File: config.mk
export PLATFORM = sky130hd
export DESIGN_NAME = muldiv_unit
export DESIGN_NICKNAME = d
export VERILOG_FILES = /design/src/rtl/muldiv_unit.sv
export SDC_FILE = /design/constraint.sdc
export NUM_CORES = 1
export LEC_CHECK = 0
export CORE_ASPECT_RATIO = 1.5
export CORE_MARGIN = 8
export CORE_UTILIZATION = 34
export DETAILED_ROUTE_END_ITERATION = 16
export GPL_TIMING_DRIVEN = 0
export PLACE_DENSITY = 0.53
export SLEW_MARGIN = 20
export SYNTH_ARGS = -nofsm -noshare
export SYNTH_HDL_FRONTEND = slang
export SYNTH_SLANG_ARGS = --single-unit
File: constraint.sdc
create_clock -name clk -period 3 [get_ports clk]
set_input_delay 0.45 -clock clk [delete_from_list [all_inputs] [get_ports clk]]
set_output_delay 0.45 -clock clk [all_outputs]
set_load 0.01 [all_outputs]
File: src/rtl/muldiv_unit.sv
// muldiv_unit: iterative RV32M multiply/divide unit for the execute stage.
//
// Ports:
//   clk    - rising-edge clock
//   rst    - synchronous, active-high reset
//   start  - request; accepted only in IDLE or DONE
//   op     - RISC-V funct3: 0=MUL 1=MULH 2=MULHSU 3=MULHU 4=DIV 5=DIVU 6=REM 7=REMU
//   srcA   - rs1 operand (multiplicand / dividend)
//   srcB   - rs2 operand (multiplier / divisor)
//   busy   - operation in progress (PREP, RUN, FIX)
//   done   - one-cycle pulse, result valid
//   result - final result, held until the next FIX->DONE edge or reset
//
// Every operation takes PREP + WIDTH RUN cycles + FIX, so done rises
// WIDTH+2 edges after the accepting edge regardless of op or operands.
module muldiv_unit #(
  parameter int unsigned WIDTH = 32
) (
  input  logic             clk,
  input  logic             rst,
  input  logic             start,
  input  logic [2:0]       op,
  input  logic [WIDTH-1:0] srcA,
  input  logic [WIDTH-1:0] srcB,
  output logic             busy,
  output logic             done,
  output logic [WIDTH-1:0] result
);

  localparam int unsigned CNT_W = $clog2(WIDTH + 1);

  typedef enum logic [2:0] {
    S_IDLE = 3'd0,
    S_PREP = 3'd1,
    S_RUN  = 3'd2,
    S_FIX  = 3'd3,
    S_DONE = 3'd4
  } state_t;

  typedef enum logic [2:0] {
    OP_MUL    = 3'd0,
    OP_MULH   = 3'd1,
    OP_MULHSU = 3'd2,
    OP_MULHU  = 3'd3,
    OP_DIV    = 3'd4,
    OP_DIVU   = 3'd5,
    OP_REM    = 3'd6,
    OP_REMU   = 3'd7
  } op_t;

  state_t               state;
  state_t               state_nxt;
  op_t                  op_q;
  logic [WIDTH-1:0]     a_q;       // raw srcA as accepted
  logic [WIDTH-1:0]     b_q;       // raw srcB as accepted
  logic [WIDTH-1:0]     m_q;       // multiplicand or divisor magnitude
  logic [2*WIDTH-1:0]   acc;       // mul: {hi, lo/multiplier}; div: {rem, quot/dividend}
  logic                 neg_q;     // final result must be negated
  logic [CNT_W-1:0]     count;

  // Decode and PREP-stage magnitudes (from latched operands)
  logic                 is_div;
  logic                 is_rem;
  logic                 a_signed;
  logic                 b_signed;
  logic                 a_neg;
  logic                 b_neg;
  logic [WIDTH-1:0]     a_mag;
  logic [WIDTH-1:0]     b_mag;
  logic                 neg_prep;

  // Iteration datapath
  logic [WIDTH:0]       mul_sum;
  logic [2*WIDTH-1:0]   mul_next;
  logic [WIDTH:0]       div_trial;
  logic [2*WIDTH-1:0]   div_next;

  // FIX-stage result
  logic [2*WIDTH-1:0]   prod;
  logic [WIDTH-1:0]     quot;
  logic [WIDTH-1:0]     rem;
  logic                 div_zero;
  logic                 div_ovf;
  logic [WIDTH-1:0]     min_neg;
  logic [WIDTH-1:0]     fix_res;

  always_comb begin
    is_div   = op_q[2];
    is_rem   = op_q[2] & op_q[1];
    a_signed = (op_q == OP_MULH) || (op_q == OP_MULHSU) ||
               (op_q == OP_DIV)  || (op_q == OP_REM);
    b_signed = (op_q == OP_MULH) || (op_q == OP_DIV) || (op_q == OP_REM);
    a_neg    = a_signed & a_q[WIDTH-1];
    b_neg    = b_signed & b_q[WIDTH-1];
    a_mag    = a_neg ? (~a_q + 1'b1) : a_q;
    b_mag    = b_neg ? (~b_q + 1'b1) : b_q;
    // Remainder takes the dividend's sign; products and quotients take the XOR.
    neg_prep = (op_q == OP_REM) ? a_neg : (a_neg ^ b_neg);
  end

  always_comb begin
    // Shift-add: add multiplicand into the high half when the current
    // multiplier bit is set, then shift the whole accumulator right.
    mul_sum  = {1'b0, acc[2*WIDTH-1:WIDTH]} + {1'b0, (acc[0] ? m_q : '0)};
    mul_next = {mul_sum, acc[WIDTH-1:1]};

    // Restoring division: shift next dividend bit into the partial
    // remainder and subtract the divisor if it fits (no borrow).
    div_trial = {acc[2*WIDTH-1:WIDTH], acc[WIDTH-1]} - {1'b0, m_q};
    if (!div_trial[WIDTH])
      div_next = {div_trial[WIDTH-1:0], acc[WIDTH-2:0], 1'b1};
    else
      div_next = {acc[2*WIDTH-2:0], 1'b0};
  end

  always_comb begin
    prod     = neg_q ? (~acc + 1'b1) : acc;
    quot     = acc[WIDTH-1:0];
    rem      = acc[2*WIDTH-1:WIDTH];
    min_neg  = {1'b1, {(WIDTH-1){1'b0}}};
    div_zero = (b_q == '0);
    div_ovf  = (a_q == min_neg) && (b_q == '1) &&
               ((op_q == OP_DIV) || (op_q == OP_REM));
    fix_res  = '0;
    if (!is_div) begin
      fix_res = (op_q == OP_MUL) ? prod[WIDTH-1:0] : prod[2*WIDTH-1:WIDTH];
    end else if (div_zero) begin
      fix_res = is_rem ? a_q : '1;
    end else if (div_ovf) begin
      fix_res = is_rem ? '0 : min_neg;
    end else if (is_rem) begin
      fix_res = neg_q ? (~rem + 1'b1) : rem;
    end else begin
      fix_res = neg_q ? (~quot + 1'b1) : quot;
    end
  end

  always_comb begin
    state_nxt = state;
    busy      = 1'b0;
    done      = 1'b0;
    case (state)
      S_IDLE: if (start) state_nxt = S_PREP;
      S_PREP: begin
        busy      = 1'b1;
        state_nxt = S_RUN;
      end
      S_RUN: begin
        busy = 1'b1;
        if (count == CNT_W'(WIDTH - 1)) state_nxt = S_FIX;
      end
      S_FIX: begin
        busy      = 1'b1;
        state_nxt = S_DONE;
      end
      S_DONE: begin
        done      = 1'b1;
        state_nxt = start ? S_PREP : S_IDLE;
      end
      default: state_nxt = S_IDLE;
    endcase
  end

  always_ff @(posedge clk) begin
    if (rst) begin
      state  <= S_IDLE;
      op_q   <= OP_MUL;
      a_q    <= '0;
      b_q    <= '0;
      m_q    <= '0;
      acc    <= '0;
      neg_q  <= 1'b0;
      count  <= '0;
      result <= '0;
    end else begin
      state <= state_nxt;
      case (state)
        S_IDLE, S_DONE: begin
          if (start) begin
            op_q <= op_t'(op);
            a_q  <= srcA;
            b_q  <= srcB;
          end
        end
        S_PREP: begin
          acc   <= is_div ? {{WIDTH{1'b0}}, a_mag} : {{WIDTH{1'b0}}, b_mag};
          m_q   <= is_div ? b_mag : a_mag;
          neg_q <= neg_prep;
          count <= '0;
        end
        S_RUN: begin
          acc   <= is_div ? div_next : mul_next;
          count <= count + 1'b1;
        end
        S_FIX: result <= fix_res;
        default: ;
      endcase
    end
  end

endmodule

==> summary.txt <==
Critical path
  • Combined buffer and inverter count along the critical path: 3
  • CP max stage cell: a2111o_1
  • Critical path, cell by cell: ha_4, a21o_1, or3_1, o22a_4, a2111o_1, a31oi_4, o211ai_1, nand4_1, buf_6, buf_12, buf_6, mux2i_1, a21oi_1, nor3_1
  • Crit-path most repeated cell: buf_6
  • Largest delay share family, worst path: compound AO/OA/AOI/OAI gates
  • Crit path max fanout: 5
  • CP Data Required Time: 3480 ps
  • Arrival @ worst endpoint: 3890 ps
  • CP Capture Type: register
  • Crit-path max cell delay: 430 ps
  • CP Class: reg2reg
  • Setup crit start kind: register

Synth
  • Synth Register Bits: 205
  • Post-synthesis sequential area ratio: 24.1%
  • Synth Flop Type: dfxtp_1
  • Area leader, netlist: dfxtp_1
  • Share of the synthesized area in the top cell type: 24.1%
  • Mapped Area: 0.0170 sq mm
  • Syn Area/Cell: 7.08 sq um
  • Syn Nets: 2548
  • YS warnings: 0
  • Cell count after synthesis: 2406
  • Asr flop ratio synth: 0%
  • Ranking of synthesized cells by area: dfxtp_1 24%, a21oi_1 8.5%, nand2_1 7.3%
  • Post-synth EDFFs: 0
  • Netlist cell types: 91

Global routing
  • Remaining Overflow, GRT: 0
  • Vias in the first global route: 19755
  • Initial antenna violation count: 4
  • First-pass GRT wire length: 133000 um
  • GRT Total Usage: 31.2%
  • Largest net degree at the start of global routing: 14

STA
  • Minimum clock period: 3410 ps
  • Max-slew headroom: 21.5%
  • Fmax achieved: 293 MHz
  • Final setup viols: 71
  • Final TNS setup: -12560 ps
  • Final hold violations: 0
  • Max-slew violations: 0
  • RSZ-0062 raised after global routing: yes
  • Period utilization: 114%
  • Worst Setup Slack, final: -411 ps
  • Measured slew at the worst slew-check pin: 1170 ps
  • Setup Skew: 12.8 ps

Die
  • Initial core utilization: 34.4%
  • Die span in x: 199 um
  • Core area: 0.0495 sq mm
  • # IOs: 104
  • Die Area: 0.0576 sq mm
  • Rows: 100
  • Die Height: 290 um

Placed design
  • IO Port Bufs: 102
  • Gpl congestion: 0.992
  • Post-placement cell count: 3172
  • Post-DP HPWL: 72500 um

Routing
  • # DRC: 0
  • TritonRoute pass-1 iters: 6
  • Vias: 19970
  • DR iter-0 viols: 1451
  • Via density: 6.02
  • Routed WL: 93400 um
  • Wire length per cell: 28.2 um
  • Post-DRT Antenna Nets: 0

Clock network
  • CTS sink cnt: 205
  • CTS Buf Count: 24
  • Clk slew on worst S/H paths: 70 ps
  • Root buffer cell: clkbuf_16
  • Max clock buf depth: 3
  • H-tree levels: 1
  • CTS tree: built
  • Hold-fix buffers, CTS: 0
  • Worst skew pair latency: 560 ps

Cells and area
  • Final Non-Filler Cells: 3315
  • Nets: 2777
  • Layout fillers: 5104
  • Ratio of cells with drive above 1 in the final layout: 20.9%
  • Area grow syn2layout: 34.8%

Outcome
  • Failing checks: negative setup slack
  • Outcome: finished with violations

Worst hold path
  • Min-delay worst type: in2reg

Flow run
  • Max-cap violations: 0

Pwr
  • Power per cell area: 500 mW/mm^2
  • Worst vdd ir: 0.412 mV
  • Leak Pwr: 8.67 nW
  • Pwr Total: 11.5 mW
[cell type report]
cell class	instances	area [sq um]	share of cell area, %
diodes	2	5.00	0.0218
flip-flops and latches	205	4150	18.1
inverters	66	269	1.17
clock inverters	13	189	0.823
plain buffers	171	918	4.00
well taps	663	830	3.62
clock buffers	28	636	2.77
multi-input cells	1944	13800	60.3
repair buffers	223	2120	9.23
[metal layers]
| metal | GRT usage, % | up-vias | part of all wire (%) |
|---|---|---|---|
| li1 | - | 9054 | - |
| met1 | 32.7 | 9568 | 35 |
| met2 | 54.1 | 983 | 49 |
| met3 | 4.30 | 365 | 6.0 |
| met4 | 26.2 | 0 | 10 |
| met5 | 0 | - | 0 |
[worst reg2reg max path: stages, from the launching register on]
cell,delay [ps]
dfxtp_2,420
ha_4,250
a21o_1,190
or3_1,320
o22a_4,260
a2111o_1,430
a31oi_4,290
o211ai_1,150
nand4_1,130
buf_6,190
buf_12,140
buf_6,110
mux2i_1,170
a21oi_1,90
nor3_1,190
[cells in the final DEF, fill, tap and decap left out, types with 12 or more instances in the layout]
cell type        instances
nand2_1                319
clkbuf_16               27
nand4_1                 16
nor3_2                  13
clkbuf_2                38
xnor2_1                 93
or3_1                   13
a21o_1                  32
xnor2_2                 14
a21oi_1                256
buf_4                   92
buf_1                   12
o31ai_1                 21
clkbuf_1                94
dfxtp_2                 24
o211ai_1                22
nor3_1                  42
o22ai_1                 17
nor2b_1                 12
mux2i_1                 55
xor2_1                  69
ha_1                    52
nand2b_1                13
o21ai_1                 38
a22oi_1                 24
nand3_1                 41
o21ai_0                115
a211oi_1                24
inv_1                   62
a21oi_2                 26
nor4_1                  12
buf_6                   28
dfxtp_1                176
nor2_1                 216
clkdlybuf4s50_1        102
o21ai_2                 19
[power by group]
part	leakage [nW]	switching [mW]	total, mW	internal, mW
Sequential	1.68	0.250	3.10	2.85
Clock	0.400	1.35	3.21	1.86
Combinational	6.59	3.03	5.15	2.13
[registers in the layout, indices dropped and copies added, names as in the netlist]
name,cells
count,6
neg_q,1
result,32
b_q,32
acc,64
m_q,32
state,3
op_q,3
a_q,32
[path summary, 6_finish.rpt]
kind / from / to / slack (ps) / depth (start not counted)
min reg2reg: result[13] / result[13] / 450 / 2
max: acc[36] / acc[32] / -410 / 14
min: srcA[11] / a_q[11] / 430 / 3
max reg2reg: acc[36] / acc[32] / -410 / 14
[metrics by stage]
stage	worst slack (ps)	hold WS (ps)	util (%)	cell area [sq um]
floorplan	-22.8	432	-	17200
global placement	-1460	435	38.4	19000
CTS	-445	417	43.5	21500
global route	-532	451	46.3	22900
detailed placement	-1410	446	38.4	19000
finish	-411	433	46.3	22900
[Yosys cell counts, drive strengths merged, types with 14 or more instances]
cell type and instances:
nand3 46, xnor2 108, nor2 237, inv 66, or3 24, xor2 81
nand2 334, or4 16, o22ai 21, o211ai 22, nor2b 17, nor3 60
dfxtp 205, a22oi 26, nand4 18, mux2i 57, buf 34, a21oi 290
clkbuf 157, a211oi 33, a21o 32, o41ai 14, nor4 24, o21ai 179
o31ai 30, ha 70
[cells by family (layout without fill, tap and decap cells)]
| logic type | after synthesis | count (layout) | synth area share, % |
|---|---|---|---|
| mux | 65 | 65 | 3.95 |
| compound gates | 772 | 772 | 28.0 |
| other cells | 0 | 2 | 0 |
| flops | 205 | 205 | 24.1 |
| buf+inv | 257 | 501 | 5.85 |
| fa+ha+maj | 72 | 72 | 5.38 |
| simple gates | 846 | 846 | 23.0 |
| xor+xnor | 189 | 189 | 9.72 |
[what timing repair did]
item                                    CTS  global route
resized for setup                       282           281
pin swaps                                86           151
endpoints found under the setup margin  130           111
cloned                                    1             2
setup buffers                            70            51
Power figures use the tool's default switching activity.
